<file path="config.mk">
export PLATFORM = sky130hd
export DESIGN_NAME = dmem_byte_sequencer
export DESIGN_NICKNAME = d
export VERILOG_FILES = /design/src/rtl/dmem_pkg.sv /design/src/rtl/dmem_word_assembler.sv /design/src/rtl/dmem_byte_sequencer.sv
export SDC_FILE = /design/constraint.sdc
export NUM_CORES = 1
export LEC_CHECK = 0
export CORE_MARGIN = 4
export CORE_UTILIZATION = 25
export CTS_CLUSTER_SIZE = 14
export DETAILED_ROUTE_END_ITERATION = 7
export SETUP_SLACK_MARGIN = 0.02
export SLEW_MARGIN = 15
export SYNTH_ARGS = -nofsm -noshare
export SYNTH_HDL_FRONTEND = slang
export SYNTH_SLANG_ARGS = --single-unit
</file>
<file path="constraint.sdc">
create_clock -name clk -period 2.8 [get_ports clk]
set_input_delay 0.56 -clock clk [delete_from_list [all_inputs] [get_ports clk]]
set_output_delay 0.56 -clock clk [all_outputs]
set_load 0.01 [all_outputs]
</file>
<file path="src/rtl/dmem_pkg.sv">
// Shared definitions for the byte-serial data-memory sequencer.
package dmem_pkg;

  localparam int unsigned BYTES_PER_WORD     = 4;
  localparam int unsigned DMEM_DEPTH_DEFAULT = 40;

  typedef enum logic [1:0] {
    ST_IDLE = 2'd0,
    ST_BYTE = 2'd1,
    ST_RESP = 2'd2
  } state_e;

endpackage

</file>
<file path="src/rtl/dmem_word_assembler.sv">
// Little-endian byte lane helper: picks store byte k out of the word and
// merges load byte k into the partially assembled read word.
module dmem_word_assembler
  import dmem_pkg::*;
(
  input  logic [1:0]  k,
  input  logic [31:0] wdata,
  input  logic [31:0] rdata_cur,
  input  logic [7:0]  rbyte,
  output logic [7:0]  wbyte,
  output logic [31:0] rdata_next
);

  // Byte lane k occupies bits [8k+7:8k] in both directions.
  always_comb begin
    wbyte                          = wdata[{k, 3'b000} +: 8];
    rdata_next                     = rdata_cur;
    rdata_next[{k, 3'b000} +: 8]   = rbyte;
  end

endmodule

</file>
<file path="src/rtl/dmem_byte_sequencer.sv">
// Splits one MEM-stage word access into four byte accesses on a byte-wide
// data memory, freezing the pipeline until the word completes.
// Optional feature: define DMEM_ALIGN_CHECK_EN to reject misaligned or
// out-of-range requests with rsp_err instead of touching memory.
module dmem_byte_sequencer
  import dmem_pkg::*;
#(
  parameter int unsigned DEPTH = DMEM_DEPTH_DEFAULT
) (
  input  logic        clk,
  input  logic        reset,
  input  logic        req_valid,
  output logic        req_ready,
  input  logic        req_write,
  input  logic [31:0] req_addr,
  input  logic [31:0] req_wdata,
  output logic        rsp_valid,
  output logic [31:0] rsp_rdata,
  output logic        rsp_err,
  output logic        stall,
  output logic [31:0] mem_addr,
  output logic        mem_we,
  output logic        mem_re,
  output logic [7:0]  mem_wdata,
  input  logic [7:0]  mem_rdata
);

`ifdef DMEM_ALIGN_CHECK_EN
  localparam bit ALIGN_CHECK = 1'b1;
`else
  localparam bit ALIGN_CHECK = 1'b0;
`endif

  localparam logic [31:0] LAST_WORD_ADDR = 32'(DEPTH - BYTES_PER_WORD);
  localparam logic [1:0]  LAST_K         = 2'(BYTES_PER_WORD - 1);

  state_e      state_q, state_d;
  logic [1:0]  k_q, k_d;
  logic        write_q, write_d;
  logic [31:0] addr_q, addr_d;
  logic [31:0] wdata_q, wdata_d;
  logic [31:0] rdata_q, rdata_d;
  logic        err_q, err_d;

  logic        accept;
  logic        bad_req;
  logic        in_byte;
  logic [7:0]  wbyte;
  logic [31:0] rdata_next;

  dmem_word_assembler u_asm (
    .k          (k_q),
    .wdata      (wdata_q),
    .rdata_cur  (rdata_q),
    .rbyte      (mem_rdata),
    .wbyte      (wbyte),
    .rdata_next (rdata_next)
  );

  // Handshake and request qualification; everything is gated off while reset is high.
  always_comb begin
    req_ready = !reset && (state_q == ST_IDLE);
    accept    = req_valid && req_ready;
    bad_req   = ALIGN_CHECK &&
                ((req_addr[1:0] != 2'b00) || (req_addr > LAST_WORD_ADDR));
  end

  // Next-state logic for the IDLE -> BYTE x4 -> RESP sequence.
  always_comb begin
    state_d = state_q;
    k_d     = k_q;
    write_d = write_q;
    addr_d  = addr_q;
    wdata_d = wdata_q;
    rdata_d = rdata_q;
    err_d   = err_q;
    case (state_q)
      ST_IDLE: begin
        if (accept) begin
          write_d = req_write;
          addr_d  = req_addr;
          wdata_d = req_wdata;
          k_d     = '0;
          err_d   = bad_req;
          if (bad_req) begin
            rdata_d = '0;
            state_d = ST_RESP;
          end else begin
            state_d = ST_BYTE;
          end
        end
      end
      ST_BYTE: begin
        if (!write_q) begin
          rdata_d = rdata_next;
        end
        if (k_q == LAST_K) begin
          state_d = ST_RESP;
        end else begin
          k_d = k_q + 2'd1;
        end
      end
      ST_RESP: begin
        state_d = ST_IDLE;
      end
      default: begin
        state_d = ST_IDLE;
      end
    endcase
  end

  // State registers with synchronous reset.
  always_ff @(posedge clk) begin
    if (reset) begin
      state_q <= ST_IDLE;
      k_q     <= '0;
      write_q <= 1'b0;
      addr_q  <= '0;
      wdata_q <= '0;
      rdata_q <= '0;
      err_q   <= 1'b0;
    end else begin
      state_q <= state_d;
      k_q     <= k_d;
      write_q <= write_d;
      addr_q  <= addr_d;
      wdata_q <= wdata_d;
      rdata_q <= rdata_d;
      err_q   <= err_d;
    end
  end

  // Memory strobes, response and stall outputs. RESP is deliberately not a
  // stalling state so the pipeline advances in the completion cycle.
  always_comb begin
    in_byte   = !reset && (state_q == ST_BYTE);
    mem_we    = in_byte && write_q;
    mem_re    = in_byte && !write_q;
    mem_addr  = in_byte ? (addr_q + 32'(k_q)) : '0;
    mem_wdata = (in_byte && write_q) ? wbyte : '0;
    rsp_valid = !reset && (state_q == ST_RESP);
    rsp_err   = rsp_valid && err_q;
    rsp_rdata = reset ? '0 : rdata_q;
    stall     = !reset && ((state_q == ST_BYTE) ||
                           ((state_q == ST_IDLE) && req_valid));
  end

endmodule

</file>
==> run summary <==
STA classifies the critical path startpoint as a flip-flop. The area of the die was 22000 µm²; the fraction of synthesized cell area in xor and xnor cells was 0.0178. Dividing the synthesized area by the synthesized cell count gives 7.83 µm².

STA classifies the critical path endpoint as an output pin. Share of layout cells above drive strength 1: 0.200. The horizontal die dimension is 148 µm, and the worst slew slack as a fraction of its limit is 0.502. Counting the fill cells in the layout gives 2042. The detailed router finished its first iteration with 273 violations.

After layout, the design draws a total of 0.00338 W. The worst-margin pin slew is 0.747 ns, and the final hold violation count is 0. Core occupancy in the finished layout: 0.395. The net switching share of the total power came out at 0.237.

After clock tree synthesis, the clock-pin slew on the worst setup and hold paths is 0.08 ns. Summed over all nets, the half-perimeter wirelength after detailed placement is 11.5 mm. The count of nets left with antenna violations once routing finished came out at 0. For this run, the top clock speed supported by timing is 332 MHz. For hold timing, the worst endpoint is wdata_q[13]. The number of antenna violations at the first check in global routing was 0; the number of cells on the worst hold path was 2. The logs give 7670 µm² for the post-route cell area and 0.00258 W for the internal power consumption. In this run, placement finished with an instance count of 1061.

The register bit count reported by yosys came out at 101. The area growth from synthesis to layout is 55.7%. Counting flops with a built-in enable in the synthesized netlist gives 0.

The final max-slew violation count was 0. The largest family of logic cells by synthesized area is simple AND/OR/NAND/NOR gates. The fraction of the yosys area taken by sequential cells is 0.411, and the detailed-route via count is 5071. The instance area after placement is 7100 µm². The switching component of the power is 0.000801 W, and the placer congestion estimate is 0.800. The clock passes through at most 2 buffers.

For the minimum setup slack among reg-to-reg paths, the log shows 0.85 ns. The synthesized netlist net count is 714, and the number of global-route vias before repair is 4992. The synthesized netlist occupies a cell area of 4920 µm². Hold repair after CTS inserted 0 buffers. Entering global routing, the biggest net connects 67 pins. The combinational fraction of design power is 0.127, and the largest fanout of any net on the critical path is 6.

The min-delay analysis places its worst path in the category reg -> reg. For the worst setup path, the data required time is 2.24 ns. After detailed routing, the number of vias per cell comes to 4.68.

The count of boundary I/O pins came out at 154. The tools report the root buffer selected by CTS as sky130_fd_sc_hd__clkbuf_16. The startpoint identified for the worst hold timing path is wdata_q[13]. Measured in cells, the most critical reg-to-reg path has a length of 5. After detailed routing, the total wire length is 16.4 mm. The run gives 9 as the total CTS buffers. The tools report the reg-to-reg endpoint as rdata_q[14]. Row generation in the floorplan step produced 51 rows. The warning count from the yosys run came out at 0. The pre-antenna-repair detailed-routing pass consisted of 4 iterations. The fraction of the mapped netlist area in compound gates was 0.156. After detailed routing, the average wire length per cell comes to 15.2 µm. The total number of clock tree sinks is 101. Setup repair after global routing could not meet its margin everywhere.

Subtracting the final worst setup slack from the clock period gives 3.02 ns. Across the run, the number of max-cap violations was 0. The port buffer count is 152, and the smallest setup slack after layout is -0.215 ns.

Hold timing on the final database bottoms out at a slack of 0.454 ns. The share of flip-flops with an asynchronous set or reset works out to 0. The clock power share is 0.424.

The post-synthesis simple-gate area fraction came out at 0.298. The worst setup path is of the reg -> out kind. The commonest register cell after synthesis is sky130_fd_sc_hd__dfxtp_1. At the later pin of the worst-skew pair, clock insertion delay measures 0.35 ns. The tools report the reg-to-reg critical path startpoint as state_q[0]. The tools report the number of nets at the end of the flow as 899. Measured along the y axis, the die boundary spans 148 µm. For the count of placed standard cells in the final layout, fillers left out, the log shows 1083. After global routing the overflow that remains totals 0. The flow ran to the end, but the final reports show violations. The first global-routing pass estimated 26.2 mm of wire. TritonCTS built the clock tree.

0 antenna diodes ended up in the layout. The logs give 0.000270 V for the highest ir drop seen on vdd and 2.46 ns for the data arrival at the endpoint of the critical path. The run gives 629 as the post-synthesis cell count. CTS built an H-tree with a depth of 3. The clock skew came out at 0.00654 ns. In the routed design, unresolved DRC markers number 0. The initial standard-cell utilization of the core came out at 0.254. The cell leakage power came out at 3.08 nW.

The combined global-route utilization of all metal layers was 0.148; the count of distinct cell types in the synthesized netlist was 39. The final reports fail on negative setup slack. Setup violations remaining at the end of the flow were counted as 12. Post-synthesis share of cell area spent on full adders, half adders and majority gates: 0.0244.

The share of the cycle needed by the critical path after routing was 1.08. Power spread over the standard cell area amounts to 440 nW/µm². The proportion of synthesized area in mux cells is 0.0407.

After floorplanning, the core was sized to cover 19400 µm². Portion of total power attributed to sequential cells: 0.449.
-- placed cells by master, fill, tap and decap left out, types with 12 or more instances in the layout --
master,n
sky130_fd_sc_hd__a21oi_1,72
sky130_fd_sc_hd__clkdlybuf4s50_1,115
sky130_fd_sc_hd__nor2_1,18
sky130_fd_sc_hd__buf_2,19
sky130_fd_sc_hd__dfxtp_1,97
sky130_fd_sc_hd__a21oi_2,12
sky130_fd_sc_hd__nand2b_1,17
sky130_fd_sc_hd__buf_4,57
sky130_fd_sc_hd__nand4_1,12
sky130_fd_sc_hd__inv_1,22
sky130_fd_sc_hd__a22o_1,16
sky130_fd_sc_hd__nand3_1,22
sky130_fd_sc_hd__nor2b_1,19
sky130_fd_sc_hd__o21ai_0,18
sky130_fd_sc_hd__nand2_1,147
-- flip-flops by register name, indices dropped and copies added, names as in the netlist --
signal   flops
addr_q      32
rdata_q     32
wdata_q     32
state_q      2
write_q      1
k_q          2
-- routing by layer --
layer,GRT usage,wire length (µm),vias to the layer above,share of wire
met2,0.241,7830,137,0.48
li1,-,-,2526,-
met4,0.0540,435,0,0.026
met3,0.0405,925,33,0.056
met1,0.190,7250,2375,0.44
met5,0,0,-,0
-- critical path, stage by stage, from the launching register on --
cell and delay [ns]:
sky130_fd_sc_hd__dfxtp_2 0.34, sky130_fd_sc_hd__ha_4 0.26, sky130_fd_sc_hd__a21oi_2 0.06, sky130_fd_sc_hd__or4b_4 0.54, sky130_fd_sc_hd__buf_6 0.16, sky130_fd_sc_hd__or4_4 0.47, sky130_fd_sc_hd__a21oi_2 0.13, sky130_fd_sc_hd__buf_2 0.13
-- metrics by stage --
step / TNS, ns / setup WS, ns
floorplan: 0 / 0.0641
global placement: -3.19 / -0.300
detailed placement: -3.77 / -0.327
CTS: -2.17 / -0.240
global route: -3.19 / -0.308
finish: -1.81 / -0.215
-- cell usage after synthesis (all sizes together), types with 2 or more instances --
cell	n	share of area
and2	11	0.014
nor4b	3	0.0053
buf	9	0.0079
nor3	5	0.0061
xor2	4	0.0071
nor3b	4	0.0061
nor2	18	0.014
ha	8	0.020
dfxtp	101	0.41
xnor2	6	0.011
mux2i	2	0.0041
nor2b	19	0.024
and3	9	0.011
o31ai	11	0.017
nand3	24	0.025
inv	22	0.017
and4	6	0.011
or4	12	0.018
a22o	16	0.028
o21ai	20	0.020
a21oi	84	0.085
nand2	148	0.11
nand2b	17	0.022
or3	4	0.0051
clkbuf	36	0.027
nor4	3	0.0038
o311ai	2	0.0036
mux4	8	0.037
nand4	12	0.015
-- area by class of cell --
| cell class | count | area [µm²] | area share |
|---|---|---|---|
| timing repair buffer | 219 | 2000 | 0.260 |
| clock buffer | 9 | 225 | 0.0294 |
| clock inverter | 6 | 111 | 0.0145 |
| multi-input combinational | 461 | 2900 | 0.378 |
| sequential | 101 | 2030 | 0.264 |
| inverter | 22 | 82.6 | 0.0108 |
| tap | 265 | 332 | 0.0432 |
-- power groups by stage --
stage | clock network (W) | logic [W] | registers, W
6_report | 0.00143 | 0.000429 | 0.00152
5_1_grt | 0.00154 | 0.000472 | 0.00152
4_1_cts | 0.00148 | 0.000431 | 0.00152
3_5_place_dp | 0 | 0.000422 | 0.00155
3_3_place_gp | 0 | 0.000420 | 0.00155
2_1_floorplan | 0 | 0.000182 | 0.00155
-- kinds of logic after synthesis --
kind of cell | count (synthesis)
xor+xnor | 10
buf+inv | 67
fa+ha+maj | 9
other cells | 1
simple gates | 297
mux | 10
compound gates | 134
flops | 101
-- worst max-delay path by stage --
stage	slack, ns	end	startpoint	depth (start not counted)
2_1_floorplan	0.06	mem_addr[26]	k_q[0]	8
3_3_place_gp	-0.30	mem_addr[29]	addr_q[1]	7
3_5_place_dp	-0.33	mem_addr[23]	addr_q[1]	7
4_1_cts	-0.24	mem_addr[29]	addr_q[1]	7
5_1_grt	-0.31	mem_addr[27]	addr_q[8]	6
6_report	-0.22	mem_addr[25]	addr_q[1]	7
-- repair_timing --
item / in CTS / in global routing
endpoints found under the hold margin: 0 / 0
setup endpoints to repair: 33 / 35
pin swaps: 25 / 10
setup buffers: 5 / 0
gates resized for setup: 123 / 40
cloned: 2 / 0
Note: power is estimated with default switching activity, not from simulation.
